<file path="src/rtl/elastic_stage_reg_pkg.sv">
// Shared pipeline-stage types: stage implementation modes, handshake FSM states
// and the forwarding sideband record used by default-width stages.
package pipe_pkg;

    localparam int MODE_SKID  = 0;
    localparam int MODE_PLAIN = 1;

    localparam int FWD_ADDR_W = 5;
    localparam int FWD_VAL_W  = 32;

    typedef struct packed {
        logic                  write;
        logic                  eval;
        logic [FWD_ADDR_W-1:0] addr;
        logic [FWD_VAL_W-1:0]  value;
    } ForwardEntry;

    typedef enum logic [1:0] {
        EMPTY = 2'd0,
        ONE   = 2'd1,
        TWO   = 2'd2
    } StageState;

endpackage

</file>
<file path="src/rtl/elastic_stage_reg_slot.sv">
// One stage entry: valid bit, payload and forwarding sideband with load/drop/clear.
// clear zeroes everything; drop only invalidates, keeping the data view stable.
module stage_slot #(
    parameter int DATA_W = 32,
    parameter int ADDR_W = 5,
    parameter int VAL_W  = 32
) (
    input  logic              clock,
    input  logic              reset,
    input  logic              clear,
    input  logic              load,
    input  logic              drop,
    input  logic [DATA_W-1:0] load_data,
    input  logic              load_write,
    input  logic              load_eval,
    input  logic [ADDR_W-1:0] load_addr,
    input  logic [VAL_W-1:0]  load_value,
    output logic              valid,
    output logic [DATA_W-1:0] data,
    output logic              fwd_write,
    output logic              fwd_eval,
    output logic [ADDR_W-1:0] fwd_addr,
    output logic [VAL_W-1:0]  fwd_value
);

    typedef struct packed {
        logic              write;
        logic              eval;
        logic [ADDR_W-1:0] addr;
        logic [VAL_W-1:0]  value;
    } slot_fwd_t;

    logic              valid_q;
    logic [DATA_W-1:0] data_q;
    slot_fwd_t         fwd_q;

    always_ff @(posedge clock) begin
        if (reset || clear) begin
            valid_q <= 1'b0;
            data_q  <= '0;
            fwd_q   <= '0;
        end else if (load) begin
            valid_q     <= 1'b1;
            data_q      <= load_data;
            fwd_q.write <= load_write;
            fwd_q.eval  <= load_eval;
            fwd_q.addr  <= load_addr;
            fwd_q.value <= load_value;
        end else if (drop) begin
            valid_q <= 1'b0;
        end
    end

    assign valid     = valid_q;
    assign data      = data_q;
    assign fwd_write = fwd_q.write;
    assign fwd_eval  = fwd_q.eval;
    assign fwd_addr  = fwd_q.addr;
    assign fwd_value = fwd_q.value;

endmodule

</file>
<file path="src/rtl/elastic_stage_reg.sv">
// Valid/ready pipeline stage register with forwarding export of the head entry.
// MODE_SKID: main + skid entries, registered in_ready; MODE_PLAIN: one entry.
module elastic_stage_reg
    import pipe_pkg::*;
#(
    parameter int DATA_W = 32,
    parameter int ADDR_W = 5,
    parameter int VAL_W  = 32,
    parameter int MODE   = MODE_SKID
) (
    input  logic              clock,
    input  logic              reset,
    input  logic              flush,
    input  logic              in_valid,
    output logic              in_ready,
    input  logic [DATA_W-1:0] in_data,
    input  logic              in_fwd_write,
    input  logic              in_fwd_eval,
    input  logic [ADDR_W-1:0] in_fwd_addr,
    input  logic [VAL_W-1:0]  in_fwd_value,
    output logic              out_valid,
    input  logic              out_ready,
    output logic [DATA_W-1:0] out_data,
    output logic              fwd_write,
    output logic              fwd_eval,
    output logic [ADDR_W-1:0] fwd_addr,
    output logic [VAL_W-1:0]  fwd_value
);

    StageState state_q, state_d;

    logic in_fire, out_fire;
    logic main_load, main_drop, main_from_skid, skid_load, skid_clear;

    logic              main_valid, main_write, main_eval;
    logic [DATA_W-1:0] main_data;
    logic [ADDR_W-1:0] main_addr;
    logic [VAL_W-1:0]  main_value;

    logic              skid_valid, skid_write, skid_eval;
    logic [DATA_W-1:0] skid_data;
    logic [ADDR_W-1:0] skid_addr;
    logic [VAL_W-1:0]  skid_value;

    logic              ld_write, ld_eval;
    logic [DATA_W-1:0] ld_data;
    logic [ADDR_W-1:0] ld_addr;
    logic [VAL_W-1:0]  ld_value;

    assign in_ready = (MODE == MODE_SKID) ? ~skid_valid : (~main_valid | out_ready);
    assign in_fire  = in_valid & in_ready;
    assign out_fire = main_valid & out_ready;

    always_ff @(posedge clock) begin
        if (reset) begin
            state_q <= EMPTY;
        end else begin
            state_q <= state_d;
        end
    end

    always_comb begin
        state_d        = state_q;
        main_load      = 1'b0;
        main_drop      = 1'b0;
        main_from_skid = 1'b0;
        skid_load      = 1'b0;
        skid_clear     = flush;
        case (state_q)
            EMPTY: begin
                if (in_fire) begin
                    main_load = 1'b1;
                    state_d   = ONE;
                end
            end
            ONE: begin
                if (in_fire && out_fire) begin
                    main_load = 1'b1;
                end else if (in_fire && MODE == MODE_SKID) begin
                    skid_load = 1'b1;
                    state_d   = TWO;
                end else if (out_fire) begin
                    main_drop = 1'b1;
                    state_d   = EMPTY;
                end
            end
            TWO: begin
                if (out_fire) begin
                    main_load      = 1'b1;
                    main_from_skid = 1'b1;
                    skid_clear     = 1'b1;
                    state_d        = ONE;
                end
            end
            default: state_d = EMPTY;
        endcase
        // Slots give clear priority over load, so flush discards same-cycle accepts.
        if (flush) begin
            state_d = EMPTY;
        end
    end

    always_comb begin
        ld_data  = in_data;
        ld_write = in_fwd_write;
        ld_eval  = in_fwd_eval;
        ld_addr  = in_fwd_addr;
        ld_value = in_fwd_value;
        if (main_from_skid) begin
            ld_data  = skid_data;
            ld_write = skid_write;
            ld_eval  = skid_eval;
            ld_addr  = skid_addr;
            ld_value = skid_value;
        end
    end

    stage_slot #(.DATA_W(DATA_W), .ADDR_W(ADDR_W), .VAL_W(VAL_W)) u_main (
        .clock      (clock),
        .reset      (reset),
        .clear      (flush),
        .load       (main_load),
        .drop       (main_drop),
        .load_data  (ld_data),
        .load_write (ld_write),
        .load_eval  (ld_eval),
        .load_addr  (ld_addr),
        .load_value (ld_value),
        .valid      (main_valid),
        .data       (main_data),
        .fwd_write  (main_write),
        .fwd_eval   (main_eval),
        .fwd_addr   (main_addr),
        .fwd_value  (main_value)
    );

    if (MODE == MODE_SKID) begin : g_skid
        stage_slot #(.DATA_W(DATA_W), .ADDR_W(ADDR_W), .VAL_W(VAL_W)) u_skid (
            .clock      (clock),
            .reset      (reset),
            .clear      (skid_clear),
            .load       (skid_load),
            .drop       (1'b0),
            .load_data  (in_data),
            .load_write (in_fwd_write),
            .load_eval  (in_fwd_eval),
            .load_addr  (in_fwd_addr),
            .load_value (in_fwd_value),
            .valid      (skid_valid),
            .data       (skid_data),
            .fwd_write  (skid_write),
            .fwd_eval   (skid_eval),
            .fwd_addr   (skid_addr),
            .fwd_value  (skid_value)
        );
    end else begin : g_no_skid
        assign skid_valid = 1'b0;
        assign skid_data  = '0;
        assign skid_write = 1'b0;
        assign skid_eval  = 1'b0;
        assign skid_addr  = '0;
        assign skid_value = '0;
    end

    assign out_valid = main_valid;
    assign out_data  = main_data;
    assign fwd_write = main_write & main_valid;
    assign fwd_eval  = main_eval & main_valid;
    assign fwd_addr  = main_addr;
    assign fwd_value = main_value;

    // Upstream protocol watch: a stalled offer must stay put until accepted.
    logic              pend_q;
    logic [DATA_W-1:0] pend_data_q;

    always_ff @(posedge clock) begin
        if (reset || flush) begin
            pend_q <= 1'b0;
        end else begin
            pend_q <= in_valid & ~in_ready;
        end
        pend_data_q <= in_data;
        if (!reset && !flush && pend_q) begin
            a_offer_held: assert (in_valid && in_data == pend_data_q);
        end
        if (!reset) begin
            a_no_fire_in_two: assert (!(state_q == TWO && in_fire));
        end
    end

endmodule

</file>
<file path="config.mk">
export PLATFORM = sky130hd
export DESIGN_NAME = elastic_stage_reg
export DESIGN_NICKNAME = d
export VERILOG_FILES = /design/src/rtl/elastic_stage_reg_pkg.sv /design/src/rtl/elastic_stage_reg_slot.sv /design/src/rtl/elastic_stage_reg.sv
export SDC_FILE = /design/constraint.sdc
export NUM_CORES = 1
export LEC_CHECK = 0
export ABC_AREA = 1
export ABC_CLOCK_PERIOD_IN_PS = 1500
export BUFFER_PORTS_ARGS = -buffer_cell sky130_fd_sc_hd__buf_2
export CAP_MARGIN = 20
export CORE_AREA = 5 5 120 122
export CTS_BUF_LIST = sky130_fd_sc_hd__clkbuf_2 sky130_fd_sc_hd__clkbuf_4 sky130_fd_sc_hd__clkbuf_8
export CTS_CLUSTER_DIAMETER = 200
export DETAILED_ROUTE_END_ITERATION = 16
export DIE_AREA = 0 0 125 127
export HOLD_SLACK_MARGIN = 0.03
export PLACE_DENSITY = 0.74
export SETUP_SLACK_MARGIN = 0.5
export SYNTH_ARGS = -nofsm -noshare
export SYNTH_HDL_FRONTEND = slang
export SYNTH_SLANG_ARGS = --single-unit
</file>
<file path="constraint.sdc">
create_clock -name clock -period 1.5 [get_ports clock]
set_input_delay 0.075 -clock clock [delete_from_list [all_inputs] [get_ports clock]]
set_output_delay 0.075 -clock clock [all_outputs]
set_load 0.01 [all_outputs]
</file>
==> results of run 1 <==
==> path summary, 6_finish.rpt <==
check | from | endpoint | slack, ps | cells after the start
max reg2reg | g_skid.u_skid.valid$_SDFFE_PP0P_ | g_skid.u_skid.fwd_value[21]$_SDFFE_PP0P_ | -60 | 5
min reg2reg | g_skid.u_skid.fwd_value[25]$_SDFFE_PP0P_ | g_skid.u_skid.fwd_value[25]$_SDFFE_PP0P_ | 470 | 2
min | out_ready | state_q[1]$_SDFFE_PP0P_ | -0.1 | 4
max | g_skid.u_skid.valid$_SDFFE_PP0P_ | g_skid.u_skid.fwd_value[21]$_SDFFE_PP0P_ | -60 | 5
==> power groups by stage <==
stage | logic, uW | registers (uW) | clock network, uW
floorplan | 614 | 4190 | 0
detailed placement | 996 | 4150 | 0
CTS | 1510 | 4090 | 2910
finish | 1890 | 4110 | 2970
global route | 2020 | 4120 | 3140
global placement | 986 | 4150 | 0
==> registers in the layout, summed over array words and instances, names as in the netlist <==
register	count
g_skid.u_skid.fwd_addr	5
state_q	2
u_main.fwd_value	32
u_main.fwd_addr	5
g_skid.u_skid.fwd_eval	1
u_main.fwd_write	1
g_skid.u_skid.fwd_write	1
u_main.data	32
u_main.valid	1
g_skid.u_skid.data	32
g_skid.u_skid.valid	1
u_main.fwd_eval	1
g_skid.u_skid.fwd_value	32
==> cells by family after synthesis <==
logic type / after synthesis
compound gates: 76
buf+inv: 144
flops: 146
simple gates: 658
==> cell usage after synthesis, types with 2 or more instances <==
library cell and number:
a21oi_1 2, buf_1 6, buf_2 25, clkbuf_1 33
dfxtp_1 146, inv_1 79, nand2_1 291, nand3_1 74
nor2_1 287, nor2_4 3, o21ai_0 58, o21ai_1 13
==> cells in the final DEF, fill, tap and decap left out, drive strengths merged <==
master,instances
clkbuf,40
a21oi,3
o21ai,71
nand2,292
dfxtp,146
a21boi,1
bufinv,1
nor2,290
dlygate4sd3,71
nand3,75
a211oi,1
nand4,1
buf,217
clkinv,4
inv,81
==> routing by layer <==
metal | share of wire | wire length (um) | vias to the layer above | track usage
met5 | 0 | 0 | - | 0
met4 | 0.061 | 1697 | 0 | 0.1116
met3 | 0.090 | 2499 | 146 | 0.06636
met2 | 0.50 | 13880 | 523 | 0.4935
met1 | 0.35 | 9763 | 3674 | 0.3356
li1 | - | - | 3655 | -
==> per-stage QoR <==
step	area, um2	utilization
after floorplan	6671	-
after global placement	7487	0.5722
after detailed placement	7487	0.5722
after CTS	9783	0.7477
after global routing	11060	0.8453
final	11060	0.8453
==> critical path, delay by kind of cell, from the launching register on <==
kind                   cells  cell delay [ps]
AO/OA/AOI/OAI              1              310
AND/OR/NAND/NOR            3              460
flip-flops                 1              370
buffers and inverters      1              260
==> timing repair <==
action / CTS / global route
pin swaps: 14 / 101
cloned: 16 / 21
hold endpoints to repair: 144 / 1
endpoints found under the setup margin: 218 / 219
buffers inserted: 15 / 12
gates resized for setup: 217 / 251
==> final cells by class <==
| type | count | area (um2) | share of cell area |
|---|---|---|---|
| tap | 176 | 220.2 | 0.01991 |
| sequential | 146 | 3027 | 0.2736 |
| inverter | 80 | 307.8 | 0.02783 |
| timing repair buffer | 304 | 3440 | 0.3110 |
| clock buffer | 24 | 299.0 | 0.02704 |
| multi-input combinational | 734 | 3711 | 0.3355 |
| clock inverter | 6 | 56.30 | 0.005091 |
==> results.cfg, run 1 <==
[run_status]
outcome = finished, violations left
violations = negative hold slack, negative setup slack

[synth]
syn_avg_cell_area_um2 = 6.328
yosysTopAreaCell = dfxtp_1
yosysUniqueCellTypes = 19
synth-adder-area-share = 0
synth_xor_area_frac = 0
synth_edf_count = 0
async_reset_ff_frac = 0
synth_top_area_frac = 0.4511
yosysSeqAreaShare = 0.4511
synthTopCellsByArea = dfxtp_1, nand2_1, nor2_1
synthFlopType = dfxtp_1
synth_top_family_by_area = simple AND/OR/NAND/NOR gates
netlist_instances = 1024
synth_seq_cells = 146
yosys.area_share.simple = 0.4007
yosys_warnings = 0
synth_compound_area_frac = 0.06005
synth_area_um2 = 6480
synth_nets = 1100
muxShareOfSynthArea = 0

[power]
power_density_nw_per_um2 = 810.6
p_comb_frac = 0.211
power.switching_uw = 2575
p_sw_frac = 0.2872
ir_drop_mv = 0.7100
internal_power_uw = 6391
p_seq_frac = 0.458
report.power.total_uw = 8966
clockPowerShare = 0.331
p_leak_uw = 0.004935

[detailed_routing]
drt_iter0_markers = 758
wl_um = 27840
wl_per_cell_um = 18.94
first_pass_iters = 6
viasPerCell = 5.441
drcViolationCount = 0
via_count = 7998
ant_nets = 0

[worst_setup_path]
crit_path_end_kind = register
start_kind = register
path_max_fanout = 43
path_cells = nor2_4, nand3_2, buf_12, o21ai_0, nor2_1
slowest_stage = dfxtp_4
crit_required_ps = 1860
path_class = reg -> reg
arrival_ps = 1920
cpPeakStageDelay_ps = 370

[place]
hpwl_um = 10400
dp.cells = 1305
gp_congestion = 0.7667
dp_worst_setup_slack_ps = 126.3
io_buffer_count = 148

[timing]
tightest_slew_ps = 366.6
hold_slack_ps = -0.1006
drv_slew = 0
finalHoldViolCount = 1
layout_setup_ws_ps = -55.67
period_minus_slack_ps = 1556
rsz0062_at_grt = yes
skew_ps = 14.41
fin_crit_sh = 1.037
max_freq_mhz = 642.8
setup_violations = 1
relSlewSlack = 0.7556
tns_ps = -55.67

[floorplan]
fp.dieH_um = 127
design.core.area_um2 = 13090
row_count = 42
num_io_pins = 149
dieWidth_um = 125
die_area_um2 = 15880
start_util = 0.4952

[clocking]
cts_sinks = 146
ctsHoldBuffers = 71
clockBufferDepth = 2
cts-root-buf = clkbuf_8
clkLatencyLatePin_ps = 480
numCtsBuffers = 17
cts_tree = built
ctsHtreeMaxLevel = 4
clk_pin_slew_ps = 80

[finish]
nets = 1359
nFillCells = 700
drive_gt1_frac = 0.4019
stdcell_count = 1470
num_antenna_cells = 0
areaGrowthSynthToFinish_pct = 70.69

[grt]
grt_pass1_wl_um = 35960
grt_max_degree = 72
grt_pass1_vias = 6966
grt_usage = 0.2818
grt_overflow = 0
antenna_found_initial = 0

[job]
cap_violations = 0

[worst_hold_path]
hold_path.class = in -> reg
(Power assumes the default switching activity.)
==> inputs of run 2 (changes only) <==
CTS_BUF_LIST = unset   (was sky130_fd_sc_hd__clkbuf_2 sky130_fd_sc_hd__clkbuf_4 sky130_fd_sc_hd__clkbuf_8)
==> run 2 against run 1 <==
Compared with the run above: the run now ends clean; largest power group unchanged; non-clock buffer count is 1 higher; highest routed layer unchanged; first-iteration DRC count is 12% lower; clock power is 33% higher; final cell count is 0.14% higher; die area stayed put; wire length is 3.4% lower; final area is 4.0% lower; utilization is 3.4 points lower.
==> results.cfg, run 2 (same netlist as run 1, synthesis figures left out) <==
[detailed_routing]
drcViolationCount = 0
viasPerCell = 5.315
wl_um = 26880
ant_nets = 0
first_pass_iters = 5
wl_per_cell_um = 18.26
via_count = 7823
drt_iter0_markers = 670

[floorplan]
die_area_um2 = 15880
dieWidth_um = 125
design.core.area_um2 = 13090
row_count = 42
fp.dieH_um = 127
start_util = 0.4952
num_io_pins = 149

[timing]
finalHoldViolCount = 0
drv_slew = 0
skew_ps = 9.713
fin_crit_sh = 0.9991
rsz0062_at_grt = yes
period_minus_slack_ps = 1499
setup_violations = 0
max_freq_mhz = 667.3
relSlewSlack = 0.7545
tightest_slew_ps = 368.2
hold_slack_ps = 35.92

[clocking]
cts_tree = built
clk_pin_slew_ps = 60
cts-root-buf = clkbuf_16
ctsHtreeMaxLevel = 4
clkLatencyLatePin_ps = 430
cts_sinks = 146
clockBufferDepth = 2
numCtsBuffers = 17

[finish]
postLayoutCoreUtil = 0.8116
nets = 1361
num_antenna_cells = 0
nFillCells = 800
areaGrowthSynthToFinish_pct = 63.89
seq_area_um2 = 2945
multi_input_area_um2 = 3453
stdcell_count = 1472
final_common_cell = nand2_1
drive_gt1_frac = 0.3002
mostFrequentLayoutCells = nand2_1, nor2_1, buf_2

[power]
power_density_nw_per_um2 = 916.6
p_leak_uw = 0.004935
ir_drop_mv = 0.7305

[grt]
grt_max_degree = 72
grt_overflow = 0
antenna_found_initial = 0
grt_pass1_vias = 7182
grt_usage = 0.2818
grt_pass1_wl_um = 35950

[place]
hpwl_um = 10400
dp.cells = 1305
gp_congestion = 0.7667
io_buffer_count = 148

[worst_setup_path]
crit_required_ps = 1820
arrival_ps = 1820
start_kind = register
path_class = reg -> reg
path_max_fanout = 20
crit_path_end_kind = register

[worst_hold_path]
hold_path.class = in -> reg

[job]
cap_violations = 0

[run_status]
outcome = finished clean
==> run 2: changes by cell type in the layout (fill, tap and decap cells not counted), sizes merged <==
cell / previous run / this run
bufbuf: 0 / 2
buf: 217 / 216
clkinv: 4 / 5
==> run 2: what timing repair did <==
item,CTS,global route
buffers inserted,12,12
endpoints found under the setup margin,159,170
hold buffers,71,0
pin swaps,6,32
hold endpoints to repair,142,0
resized for setup,131,130
cloned,19,23
==> run 2: path summary, 6_finish.rpt <==
path / from / endpoint / slack [ps] / depth (start not counted)
setup / recovery: state_q[0]$_SDFFE_PP0P_ / u_main.fwd_addr[2]$_SDFFE_PP0P_ / 1 / 8
hold / removal: out_ready / state_q[1]$_SDFFE_PP0P_ / 40 / 4
setup reg to reg: state_q[0]$_SDFFE_PP0P_ / u_main.fwd_addr[2]$_SDFFE_PP0P_ / 1 / 8
hold reg to reg: g_skid.u_skid.fwd_value[25]$_SDFFE_PP0P_ / g_skid.u_skid.fwd_value[25]$_SDFFE_PP0P_ / 470 / 2
==> run 2: per-stage QoR <==
stage | area [um2] | total power [uW] | setup TNS (ps) | setup slack [ps]
2_1_floorplan | 6671 | 4801 | 0 | 282.8
3_3_place_gp | 7487 | 5135 | 0 | 160.2
3_5_place_dp | 7487 | 5147 | 0 | 126.3
4_1_cts | 9678 | 9446 | 0 | 143.9
5_1_grt | 10620 | 10030 | -158.7 | -52.37
6_report | 10620 | 9735 | 0 | 1.378
==> run 2: worst max-delay path, cell delays in order, from the launching register on <==
cell and delay (ps):
dfxtp_2 320, inv_2 90, nand4_1 220, buf_6 250, buf_16 170, nand2_1 80
nand2_1 70, nor2_1 140, nor2_1 50
==> run 2: cell type report <==
class,count,area share
Multi-Input combinational cell,734,0.3252
Timing Repair Buffer,305,0.2952
Sequential cell,146,0.2773
Clock buffer,24,0.04442
Inverter,80,0.03075
Tap cell,176,0.02074
Clock inverter,6,0.005302
Timing Repair inverter,1,0.001060
==> run 2: power breakdown <==
group	leakage, uW	total [uW]	internal, uW	switching, uW
combinational	0.00348	1720	815	905
sequential	0.00119	4080	4000	71.7
clock	0.000264	3940	2340	1600
total	0.00493	9730	7160	2580
==> run 2: routing by layer <==
| metal | up-vias | share of wire | track usage |
|---|---|---|---|
| met5 | - | 0 | 0 |
| met4 | 0 | 0.051 | 0.1263 |
| met3 | 129 | 0.094 | 0.05885 |
| met2 | 467 | 0.49 | 0.4967 |
| met1 | 3571 | 0.37 | 0.3315 |
| li1 | 3656 | - | - |
==> inputs of run 3 (changes only) <==
CORE_AREA = 5 5 123 125   (was 5 5 120 122)
DIE_AREA = 0 0 128 130   (was 0 0 125 127)
PLACE_DENSITY = 0.73   (was 0.74)
SYNTH_HIERARCHICAL = 1   (was unset)
==> run 3 against run 2 <==
Compared with the run above: hold slack better by 5.6 ps; wire length decreased by 13%; power increased by 1.6%.
==> results.cfg, run 3 <==
[floorplan]
dieWidth_um = 128
design.core.area_um2 = 13770
row_count = 43
start_util = 0.4916
fp.dieH_um = 130
die_area_um2 = 16640
num_io_pins = 149

[worst_setup_path]
path_max_fanout = 8
path_class = reg -> reg
crit_path_end_kind = register
start_kind = register
path_cells = inv_6, buf_4, nand3_4, nand2_8, inv_8, clkbuf_16, nand2_2, a21oi_1
arrival_ps = 1770
critical_path_depth = 8
path_buf_inv = 4
cpPeakStageDelay_ps = 380
slowest_stage = dfxtp_4
reg2reg_depth = 8
crit_family = buffers and inverters
crit_required_ps = 1840

[finish]
mostFrequentLayoutCells = nand2_1, buf_2, dfxtp_1
drive_gt1_frac = 0.3861
multi_input_area_um2 = 3431
areaGrowthSynthToFinish_pct = 49.23
stdcell_count = 1344
final_common_cell = nand2_1
nets = 1226
seq_area_um2 = 2969
nFillCells = 1011

[grt]
antenna_found_initial = 2
grt_usage = 0.2535
grt_overflow = 0
grt_pass1_wl_um = 33640
grt_pass1_vias = 6767
grt_max_degree = 45

[worst_hold_path]
hold_path.class = in -> reg
hold_depth = 4

[timing]
fin_crit_sh = 0.9582
max_freq_mhz = 695.7
period_minus_slack_ps = 1437
tns_ps = 0
hold_slack_ps = 41.54
drv_slew = 0
layout_setup_ws_ps = 62.69
skew_ps = 16.34
finalHoldViolCount = 0
setup_violations = 0
rsz0062_at_grt = yes

[place]
gp_congestion = 0.7995
io_buffer_count = 148
hpwl_um = 11110
dp_worst_setup_slack_ps = 39.56
dp.cells = 1192

[power]
ir_drop_mv = 0.9156
power_density_nw_per_um2 = 979.3
report.power.total_uw = 9894
p_leak_uw = 0.004330

[synth]
yosysSeqAreaShare = 0.4317
synth_seq_cells = 146
synthTopCellsByArea = dfxtp_1, nand2_1, a21oi_1
async_reset_ff_frac = 0
synth_edf_count = 0
synth_area_um2 = 6770
yosysUniqueCellTypes = 20
synth_top_cells_by_count = nand2_1, dfxtp_1, a21oi_1
synthFlopType = dfxtp_1
netlist_instances = 900
synth_top_area_frac = 0.4317
syn_avg_cell_area_um2 = 7.522
yosys_warnings = 6
yosysTopAreaCell = dfxtp_1
synth_nets = 976
synthMostInstantiatedCell = nand2_1

[clocking]
cts-root-buf = clkbuf_16
ctsHtreeMaxLevel = 4
cts_sinks = 146
clk_pin_slew_ps = 60
clkLatencyLatePin_ps = 430
cts_tree = built
numCtsBuffers = 17
clockBufferDepth = 2

[detailed_routing]
wl_per_cell_um = 17.33
ant_nets = 0
first_pass_iters = 5
wl_um = 23290
via_count = 7161
viasPerCell = 5.328
drcViolationCount = 0
drt_iter0_markers = 752

[job]
cap_violations = 0

[run_status]
outcome = finished clean
-- run 3: final cells by class --
class | instances | share of cell area
repair inverters | 3 | 0.003344
clock inverters | 10 | 0.01288
well taps | 180 | 0.02229
inverters | 18 | 0.01127
clock buffers | 22 | 0.04706
multi-input cells | 672 | 0.3396
flip-flops and latches | 146 | 0.2939
repair buffers | 292 | 0.2695
diodes | 1 | 0.0002477
-- run 3: path summary, 6_finish.rpt --
kind                                           start                            endpoint  slack (ps)
setup reg to reg             state_q[1]$_SDFFE_PP0P_   u_main/fwd_value[20]$_SDFFE_PP0P_          60
hold reg to reg   g_skid.u_skid/data[8]$_SDFFE_PP0P_  g_skid.u_skid/data[8]$_SDFFE_PP0P_         450
setup / recovery             state_q[1]$_SDFFE_PP0P_   u_main/fwd_value[20]$_SDFFE_PP0P_          60
hold / removal                             out_ready             state_q[1]$_SDFFE_PP0P_          40
-- run 3: power by group --
| group | total (uW) | internal (uW) | leakage [uW] | switching [uW] |
|---|---|---|---|---|
| combinational | 1490 | 703 | 0.00284 | 783 |
| clock | 4380 | 2740 | 0.000295 | 1640 |
| sequential | 4030 | 3960 | 0.00120 | 63.2 |
-- run 3: logic make-up (layout without fill, tap and decap cells) --
kind of cell	count (synthesis)	count (layout)	synth area share
other	1	2	0.0005539
buffers and inverters	83	345	0.1077
AO/OA/AOI/OAI	146	146	0.1368
flip-flops	146	146	0.4317
AND/OR/NAND/NOR	524	525	0.3232
-- run 3: what timing repair did --
item | CTS | global route
pin swaps | 2 | 12
resized for setup | 80 | 46
gates cloned | 9 | 17
hold buffers | 74 | 0
setup endpoints to repair | 174 | 182
buffers inserted | 17 | 3
hold endpoints to repair | 138 | 0
-- run 3: through the flow --
| step | area, um2 | utilization |
|---|---|---|
| 2_1_floorplan | 6918 | - |
| 3_3_place_gp | 7625 | 0.5536 |
| 3_5_place_dp | 7625 | 0.5536 |
| 4_1_cts | 9564 | 0.6944 |
| 5_1_grt | 10100 | 0.7336 |
| 6_report | 10100 | 0.7336 |
-- run 3: tightest hold or removal path, stage by stage --
cell	delay, ps
buf_2	150
nand2_8	90
nand2_1	70
a21oi_1	50
-- run 3: layer usage --
metal  vias up  share of wire  GRT usage
li1       3389              -          -
met1      3373           0.40     0.3054
met2       335           0.49     0.4418
met3        62          0.079    0.05403
met4         2          0.031     0.1030
met5         -        0.00047          0
